===== src/rtl/f_node_acc.sv =====
// First-layer F node: accumulates one frame of serial binary pixels into CH
// signed per-channel sums and hands them downstream over a valid/ready port.
module f_node_acc #(
  parameter int N     = 5,
  parameter int CH    = 16,
  parameter int PIX   = 784,
  parameter int ACC_W = 15,
  parameter int MODE  = 0
) (
  input  logic                    clk,
  input  logic                    rst,
  input  logic                    in_valid,
  output logic                    in_ready,
  input  logic                    pix,
  input  logic [CH*N-1:0]         w_in,
  output logic                    out_valid,
  input  logic                    out_ready,
  output logic [CH*ACC_W-1:0]     sum_out,
  output logic [$clog2(PIX)-1:0]  pix_cnt
);

  localparam int CNT_W = $clog2(PIX);

  typedef enum logic {
    ACCUM = 1'b0,
    HOLD  = 1'b1
  } state_t;

  state_t                state_q, state_d;
  logic [CNT_W-1:0]      cnt_q, cnt_d;
  logic [CH*ACC_W-1:0]   acc_q, acc_d;
  logic [CH*ACC_W-1:0]   term;
  logic                  accept;
  logic                  last_beat;

  // Per-channel contribution of the current beat, sign-extended to ACC_W so
  // negating the most negative weight stays exact.
  for (genvar c = 0; c < CH; c++) begin : g_ch
    logic [N-1:0]     w;
    logic [ACC_W-1:0] w_ext;
    assign w     = w_in[c*N +: N];
    assign w_ext = {{(ACC_W-N){w[N-1]}}, w};
    assign term[c*ACC_W +: ACC_W] = pix ? w_ext
                                        : ((MODE == 1) ? -w_ext : '0);
  end

  // Handshake flags come straight from the state register, so neither ready
  // nor valid has a combinational path from an input.
  assign in_ready  = (state_q == ACCUM);
  assign out_valid = (state_q == HOLD);
  assign accept    = in_valid && in_ready;
  assign last_beat = (cnt_q == CNT_W'(PIX - 1));
  assign sum_out   = acc_q;
  assign pix_cnt   = cnt_q;

  // NOTE: every signal driven here gets a default first so no path can
  // infer a latch.
  always_comb begin
    state_d = state_q;
    cnt_d   = cnt_q;
    acc_d   = acc_q;
    unique case (state_q)
      ACCUM: begin
        if (accept) begin
          for (int c = 0; c < CH; c++) begin
            acc_d[c*ACC_W +: ACC_W] = acc_q[c*ACC_W +: ACC_W]
                                    + term[c*ACC_W +: ACC_W];
          end
          if (last_beat) begin
            cnt_d   = '0;
            state_d = HOLD;
          end else begin
            cnt_d = cnt_q + CNT_W'(1);
          end
        end
      end
      HOLD: begin
        // Sums stay frozen until downstream takes them; clearing on the
        // transfer lets the next frame start on the following cycle.
        if (out_ready) begin
          acc_d   = '0;
          state_d = ACCUM;
        end
      end
      default: state_d = ACCUM;
    endcase
  end

  // NOTE: sequential state uses non-blocking assignments only; the
  // accumulators are plain registers and are reset so a frame cut short by
  // reset cannot leak into the next one.
  always_ff @(posedge clk or posedge rst) begin
    if (rst) begin
      state_q <= ACCUM;
      cnt_q   <= '0;
      acc_q   <= '0;
    end else begin
      state_q <= state_d;
      cnt_q   <= cnt_d;
      acc_q   <= acc_d;
    end
  end

endmodule


===== config.mk =====
export PLATFORM = sky130hd
export DESIGN_NAME = f_node_acc
export DESIGN_NICKNAME = d
export VERILOG_FILES = /design/src/rtl/f_node_acc.sv
export SDC_FILE = /design/constraint.sdc
export NUM_CORES = 1
export LEC_CHECK = 0
export BUFFER_PORTS_ARGS = -buffer_cell sky130_fd_sc_hd__clkbuf_2
export CAP_MARGIN = 20
export CORE_ASPECT_RATIO = 1.1
export CORE_MARGIN = 5
export CORE_UTILIZATION = 50
export DETAILED_ROUTE_END_ITERATION = 12
export GPL_TIMING_DRIVEN = 1
export PLACE_DENSITY = 0.74
export SLEW_MARGIN = 5
export SYNTH_ARGS = -nofsm -noshare
export SYNTH_HDL_FRONTEND = slang
export SYNTH_SLANG_ARGS = --single-unit

===== constraint.sdc =====
create_clock -name clk -period 23.3 [get_ports clk]
set_clock_uncertainty 0.15 [all_clocks]
set_input_delay 4.66 -clock clk [delete_from_list [all_inputs] [get_ports clk]]
set_output_delay 4.66 -clock clk [all_outputs]
set_load 0.005 [all_outputs]

==> metrics, run 1 <==
outcome finished clean; first-pass GRT wire length 94300 um; Site Rows between 70 and 80; I/O Pins 337; remaining antenna violation count after routing 0; reg2reg path depth 6; P&R area growth vs syn 15.5%; die width 198 um; post-synth top area share 0.323; critical-path cell list buf_2, buf_4, and2_1, ha_1, inv_1, fa_1, nand2b_1, a21oi_1, o21ai_0, a2111o_1, a22oi_1, o21ai_0, a22o_1; FFs w/ async S/R, synth 1.00; crit path max fanout 53; CTS clk-pin slew, worst paths 0.06 ns; CTS Buf Count 30; post-synthesis mux area share 0.00360; largest family of logic cells by synthesized area compound AO/OA/AOI/OAI gates; initial antenna violation count 2; number of distinct library cells after synthesis 90; height of the die 217 um; GRT Total Usage 0.256; hold depth 1; DR top layer met4; Worst-Skew Late Latency 0.58 ns; CTS tree built; IR drop worst, VDD 80.6 uV; Final Hold Fails 0; clock group share of total power 0.209; Syn Nets 2631; CTS Buffer Depth 3; Reg power frac 0.347; slowest CP cell buf_4; die area 0.0429 sq mm; via count 19454; gp weighted congestion 0.952; routed len/inst around 18 um; CTS sink cnt 251; Synthesis Warnings 0; Relative slew margins 0.267; GRT Residual Overflow 0; Tmin final 8.35 ns; vias in the first global route 18818; Core ar. 0.0383 sq mm; endpoints failing setup 0; drt first pass iters 6; Psw ~1.2 mW; # placed instances 3115; period utilisation layout 0.358; final net count 2860; FF+latch count, synth 251; Clock Tree Root clkbuf_16; biggest cell delay along the critical path 0.65 ns; MaxCap Viol Count 0; H-tree Lvls 1; Finished Layout Cells 3173; syn_area_per_cell 8.04 sq um; Adder-Cell Fraction of Synth Area 0.0886; Buffers on Ports 336; met1 wire length around 24000 um; vias per cell 6.13; WL met2 27200 um; area of the mapped netlist approximately 0.019 sq mm; Startpoint Class input port; Worst Tran Pin Value between 1 and 1.5 ns; fraction of power spent switching nets 0.433; Comb pwr share 0.443; Compound-Gate Fraction of Synth Area 0.264; Req. time, crit path 23.61 ns; main area contributors after synthesis dfrtp_1 32%, o21ai_0 7.2%, ha_1 7.2%; met3 wire length 4060 um; worst path arrival time a little under 9 ns; Sum Neg Setup Slack 0 ns; Synth Area in XOR/XNOR 0.0469; most used cell, CP o21ai_0; Hold Buf Count CTS 0; post-DP HPWL just under 40000 um; Crit Path Class input port to register; largest net degree at the start of global routing 133; share of layout cells above drive strength 1 0.165; Synth Flop Type dfrtp_1; simple-gate share of the synthesized area 0.224; 1st-iter DRT viols 1230; most frequent cells in the layout 335 x clkbuf_2, 304 x nand2_1, 281 x o21ai_0; max-slew violations 0; Leak Pwr 10.5 nW; Setup Fix Bufs, Post-CTS 0; post-synthesis cell count 2418; FILL cells roughly 3400; Worst Hold Class register to register; sequential area share after synthesis 0.323; internal power 1.52 mW; total detailed-routing wirelength around 57000 um; Cell Pwr Density between 100 and 150 mW/mm^2; CP endpoint kind register; post-synth top area cell dfrtp_1; initial core utilization 0.508; EDFF count, synth 0; Post-CTS Resized 0; fmax ~120 MHz; commonest non-fill, non-tap cell in the layout clkbuf_2; # DRC 0; RSZ-0062 raised after global routing no
power groups by stage:
stage / Sequential (mW) / Clock [mW] / Combinational [mW]
floorplan: 0.809 / 0 / 0.853
finish: 0.929 / 0.560 / 1.18
global route: 0.969 / 0.589 / 1.34
CTS: 0.923 / 0.572 / 1.19
detailed placement: 0.927 / 0 / 1.18
global placement: 0.918 / 0 / 1.14
layer usage:
metal / track usage / vias up
li1: - / 9298
met2: 0.433 / 689
met5: 0 / -
met4: 0.0891 / 0
met1: 0.334 / 9357
met3: 0.0421 / 110
through the flow:
stage | power [mW] | setup WS [ns] | hold slack, ns | util | cell area, sq um
floorplan | 1.66 | 11.59 | 0.324 | - | 19400
finish | 2.67 | 14.95 | 0.337 | 0.586 | 22400
global route | 2.89 | 14.65 | 0.360 | 0.586 | 22400
detailed placement | 2.11 | 14.38 | 0.330 | 0.555 | 21300
CTS | 2.68 | 14.98 | 0.340 | 0.586 | 22400
global placement | 2.06 | 14.43 | 0.320 | 0.555 | 21300
final timing paths:
path                        startpoint           end  slack, ns
min in group asynchronous          rst  sum_out[172]       4.06
hold reg to reg            sum_out[59]   sum_out[59]       0.34
setup / recovery                   pix  sum_out[164]      14.95
max in group asynchronous          rst   sum_out[79]      17.70
hold / removal             sum_out[59]   sum_out[59]       0.34
setup reg to reg             out_valid  sum_out[172]      19.92
cell usage after synthesis, types with 9 or more instances:
cell type,instances
a211o_1,9
a211oi_1,23
a21o_1,57
a21oi_1,115
a22o_1,42
a22oi_1,13
a31oi_1,37
a32o_1,13
and2_1,62
and3_1,35
clkbuf_1,128
dfrtp_1,251
fa_1,16
ha_1,112
inv_1,85
nand2_1,306
nand2b_1,34
nand3_1,80
nand4_1,33
nor2_1,160
nor2b_1,10
nor3_1,73
nor4_1,13
o2111ai_1,10
o21a_1,20
o21ai_0,281
o22ai_1,31
o31ai_1,31
or2_2,11
or3_1,27
or4_1,14
xnor2_1,57
xor2_1,47
logic make-up (layout without fill, tap and decap cells):
group           Yosys count  after routing
simple gates            897            897
compound gates          790            790
flops                   251            251
buf+inv                 241            494
fa+ha+maj               128            128
xor+xnor                104            104
mux                       7              7
other cells               0              2
registers in the layout (all words and copies together), names as in the netlist:
register   flops
out_valid      1
pix_cnt       10
sum_out      240
layout make-up:
cell class,count,area (sq um),share of cell area
tap,500,626,0.0279
antenna,2,5.00,0.000223
multi-input combinational,1926,12200,0.545
inverter,93,357,0.0159
timing repair buffer,345,1760,0.0785
sequential,251,6280,0.280
clock buffer,34,817,0.0364
clock inverter,22,365,0.0163
critical path: cells and delay by family:
family                   cells  cell delay, ns
AND/OR/NAND/NOR              2            0.41
adder cells (fa/ha/maj)      2            0.59
AO/OA/AOI/OAI                6            1.68
buffers and inverters        3            1.26
Note: power is estimated with default switching activity, not from simulation.
==> run 2: changes to the inputs <==
==> constraint.sdc (replaced) <==
create_clock -name clk -period 8.2 [get_ports clk]
set_clock_uncertainty 0.15 [all_clocks]
set_input_delay 1.64 -clock clk [delete_from_list [all_inputs] [get_ports clk]]
set_output_delay 1.64 -clock clk [all_outputs]
set_load 0.005 [all_outputs]
==> run 2 against run 1 <==
Via count barely moved. First-iteration DRC count rose by 15%. Hold slack improved by 0.024 ns. Critical path depth fell by 1. Routed wire length rose by 0.89%. Clock power rose to 2.5 times the previous value. Non-clock buffer count rose by 5. Final cell count barely moved. Die area did not move. Global-route usage rose by 0.097 points. Register-to-register slack got worse by 15 ns. Largest cell class unchanged.
==> metrics, run 2 (synthesized netlist as in run 1, its figures left out) <==
outcome finished clean; final setup margin 3.37 ns; vias in the first global route 18671; IR drop worst, VDD 205 uV; height of the die 217 um; Fin Hold WS 0.360 ns; ant diodes 0; CP top delay family buffers and inverters; biggest cell delay along the critical path 0.53 ns; Clock Tree Root clkbuf_16; Req. time, crit path 8.53 ns; reg2reg setup slack between 4 and 5 ns; Buf/Inv on CP 3; Post-CTS Resized 0; hold depth 1; Site Rows 75; Final Total Pwr 7.44 mW; Sum Neg Setup Slack 0 ns; H-tree Lvls 1; GRT Residual Overflow 0; CTS sink cnt 251; RSZ-0062 raised after global routing no; Worst Hold Class register to register; gp weighted congestion 0.922; largest net degree at the start of global routing 154; final net count 2866; MaxCap Viol Count 0; placed inst area 0.0213 sq mm; endpoints failing setup 0; Startpoint Class input port; max reg flops 240; commonest non-fill, non-tap cell in the layout clkbuf_2; die area 0.0429 sq mm; initial core utilization 0.508; worst path arrival time 5.16 ns; CTS tree built; Cell Pwr Density 333 mW/mm^2; CP endpoint kind register; reg2reg path depth 10; total detailed-routing wirelength 57400 um; crit path from pix; max-slew violations 0; # DRC 0; P&R area growth vs syn 14.9%; # placed instances 3120; period utilisation layout 0.589; via count 19461; die width 198 um; 1st-iter DRT viols 1418; final design utilization 0.583; share of layout cells above drive strength 1 0.163; vias per cell 6.13; initial antenna violation count 0; CTS Buf Count 31; most frequent cells in the layout 335 x clkbuf_2, 304 x nand2_1, 281 x o21ai_0; drt first pass iters 5; Worst Tran Pin Value 1.06 ns; GRT Total Usage 0.257; worst reg2reg startpoint sum_out[150]; routed len/inst ~18 um; Leak Pwr 10.4 nW; Tmin final slightly below 5 ns; Finished Layout Cells around 3200; Place WS 2.83 ns; Buffers on Ports ~340; CP Depth 12; Hold Buf Count CTS 0; I/O Pins 337; first-pass GRT wire length 94200 um; CTS clk-pin slew, worst paths about 0.06 ns; remaining antenna violation count after routing 0; Core ar. about 0.038 sq mm; Crit Path Class input port to register; Worst-Skew Late Latency 0.58 ns; final non-filler cell area between 0.02 and 0.025 sq mm; slowest CP cell ha_1; Relative slew margins 0.294; capture point of the worst reg-to-reg path sum_out[164]; post-DP HPWL approximately 40000 um; FILL cells ~3500; critical-path cell list buf_2, buf_4, nand2_1, clkinv_1, ha_1, nand4_1, a211oi_1, nor2_1, a221oi_1, o21ai_0, or2_2, a31oi_1; crit path max fanout 37; Final Hold Fails 0; fmax 207 MHz; end of the critical path sum_out[59]; CTS Buffer Depth 3; Setup Fix Bufs, Post-CTS 0
-- run 2: worst min path at each step --
| stage | from | to | slack [ns] |
|---|---|---|---|
| floorplan | sum_out[59] | sum_out[59] | 0.32 |
| global placement | sum_out[239] | sum_out[239] | 0.33 |
| detailed placement | sum_out[179] | sum_out[179] | 0.35 |
| CTS | sum_out[179] | sum_out[179] | 0.36 |
| global route | sum_out[179] | sum_out[179] | 0.39 |
| finish | sum_out[179] | sum_out[179] | 0.36 |
-- run 2: cell type report --
| class | count | area [sq um] | share of cell area |
|---|---|---|---|
| inverter | 93 | 353 | 0.0158 |
| timing repair buffer | 350 | 1800 | 0.0806 |
| sequential | 251 | 6280 | 0.281 |
| clock buffer | 46 | 912 | 0.0409 |
| tap | 500 | 626 | 0.0280 |
| clock inverter | 9 | 125 | 0.00560 |
| multi-input combinational | 1926 | 12200 | 0.548 |
-- run 2: where the power goes --
group / switching, mW / internal [mW]
registers: 0.878 / 1.76
clock network: 0.561 / 0.855
logic: 1.86 / 1.52
-- run 2: metal layers --
layer  global-route usage  vias up  routed length [um]
met5                    0        -                   0
li1                     -     9314                   -
met4               0.0790        0                1630
met3               0.0399      113                4160
met2                0.440      681               27600
met1                0.336     9353               24000
==> run 3: changes to the inputs <==
--- a/config.mk
+++ b/config.mk
@@ -12,7 +12,7 @@
 export CORE_UTILIZATION = 50
 export DETAILED_ROUTE_END_ITERATION = 12
 export GPL_TIMING_DRIVEN = 1
-export PLACE_DENSITY = 0.74
+export PLACE_DENSITY = 0.77
 export SLEW_MARGIN = 5
 export SYNTH_ARGS = -nofsm -noshare
 export SYNTH_HDL_FRONTEND = slang
==> constraint.sdc (replaced) <==
create_clock -name clk -period 4.1 [get_ports clk]
set_clock_uncertainty 0.15 [all_clocks]
set_input_delay 0.82 -clock clk [delete_from_list [all_inputs] [get_ports clk]]
set_output_delay 0.82 -clock clk [all_outputs]
set_load 0.005 [all_outputs]
==> run 3 against run 2 <==
Global-route usage is 0.31 points higher. Sequential share of layout area is 0.38 points lower. First-iteration DRC count is 0.42% higher. Die area stayed put. Sequential power is 100% higher. Largest power group unchanged. Hold slack worse by 0.18 ns. Largest cell class unchanged. Clock-buffer cell count is 1 lower. Total power is 100% higher. Routed wire length is 2.2% higher. Critical path depth is 1 higher. Final area is 1.4% higher. Via count is 1.7% higher.
==> metrics, run 3 (synthesized netlist as in run 1, its figures left out) <==
Site Rows 75; vias per cell between 6 and 7; total detailed-routing wirelength a little under 60000 um; GRT Total Usage 0.260; Final Hold Fails 0; drt first pass iters 7; Psw 6.63 mW; endpoints failing setup 0; ant diodes 0; via count between 15000 and 20000; Core ar. 0.0383 sq mm; Comb pwr share 0.462; initial core utilization 0.508; Req. time, crit path approximately 4.4 ns; vias in the first global route 19102; final design utilization 0.591; CTS clk-pin slew, worst paths 0.06 ns; Worst Hold Class input port to async pin; max reg flops 240; worst path arrival time 3.87 ns; final net count around 2900; worst reg2reg startpoint sum_out[150]; most frequent cells in the layout 335 x clkbuf_2, 304 x nand2_1, 281 x o21ai_0; Finished Layout Cells 3207; share of layout cells above drive strength 1 0.174; Crit Path Class input port to register; die area about 0.043 sq mm; CTS Buffer Depth 3; CP endpoint kind register; slowest CP cell buf_4; Tmin final 3.59 ns; largest net degree at the start of global routing 132; P&R area growth vs syn 16.4%; Reg power frac 0.356; Startpoint Class input port; Leak Pwr roughly 11 nW; Buf/Inv on CP 3; fraction of power spent switching nets 0.446; max-slew violations 0; fmax about 280 MHz; initial antenna violation count 0; die width 198 um; Post-CTS Resized 0; Worst-Skew Late Latency 0.57 ns; MaxCap Viol Count 0; Setup Fix Bufs, Post-CTS 0; CTS Buf Count 31; Hold Buf Count CTS 0; IR drop worst, VDD 432 uV; Worst Tran Pin Value 0.760 ns; reg2reg setup slack 1.14 ns; RSZ-0062 raised after global routing no; 1st-iter DRT viols 1424; height of the die 217 um; GRT Residual Overflow 0; CTS sink cnt 251; Clock Tree Root clkbuf_16; internal power 8.24 mW; CP top delay family compound AO/OA/AOI/OAI gates; reg2reg path depth 10; routed len/inst roughly 18 um; H-tree Lvls 1; CTS tree built; biggest cell delay along the critical path 0.42 ns; gp weighted congestion about 0.95; critical-path cell list buf_2, buf_4, and2_1, ha_1, inv_1, fa_1, nand2b_1, a21o_1, o21ai_0, o211a_1, nor2_1, a2111oi_0, nor2_1; commonest non-fill, non-tap cell in the layout clkbuf_2; most used cell, CP nor2_1; period utilisation layout 0.876; # DRC 0; crit path max fanout 29; Relative slew margins 0.493; # placed instances approximately 3200; clock group share of total power 0.181; post-DP HPWL 40700 um; I/O Pins 337; Buffers on Ports 336; capture point of the worst reg-to-reg path sum_out[164]; Cell Pwr Density 657 mW/mm^2; first-pass GRT wire length 95300 um; remaining antenna violation count after routing 0; outcome finished clean
run 3: per-stage QoR:
step | power [mW] | setup slack [ns] | setup TNS, ns | area, sq um | hold WS (ns)
CTS | 14.9 | 0.534 | 0 | 22600 | 0.177
finish | 14.9 | 0.508 | 0 | 22600 | 0.183
detailed placement | 12.1 | -0.0688 | -0.105 | 21700 | 0.356
floorplan | 9.46 | -0.172 | -43.09 | 19500 | 0.324
global placement | 11.8 | 0.0705 | 0 | 21700 | 0.329
global route | 16.0 | 0.348 | 0 | 22600 | 0.214
run 3: layout make-up:
type	instances	area (sq um)
inverter	93	353
fill	3407	15700
clock buffer	45	888
tap	500	626
sequential	251	6280
timing repair buffer	385	2150
clock inverter	7	85.1
multi-input combinational	1926	12200
run 3: how the worst max path moves through the flow:
stage          depth (start not counted)  slack, ns  from            to
2_1_floorplan                          1      -0.17   rst     out_valid
3_3_place_gp                          12       0.07   pix   sum_out[10]
3_5_place_dp                          13      -0.07   pix   sum_out[29]
4_1_cts                               13       0.53   pix   sum_out[29]
5_1_grt                               13       0.35   pix  sum_out[224]
6_report                              13       0.51   pix   sum_out[29]
run 3: routing by layer:
metal / GRT usage / share of wire
met5: 0 / 0
met4: 0.100 / 0.038
met3: 0.0397 / 0.071
met2: 0.441 / 0.48
met1: 0.336 / 0.41
run 3: power groups by stage:
stage,sequential (mW),clock [mW],combinational (mW)
final,5.29,2.70,6.88
after global placement,5.19,0,6.59
after detailed placement,5.27,0,6.83
after floorplan,4.60,0,4.86
after CTS,5.25,2.75,6.87
after global routing,5.50,2.84,7.68
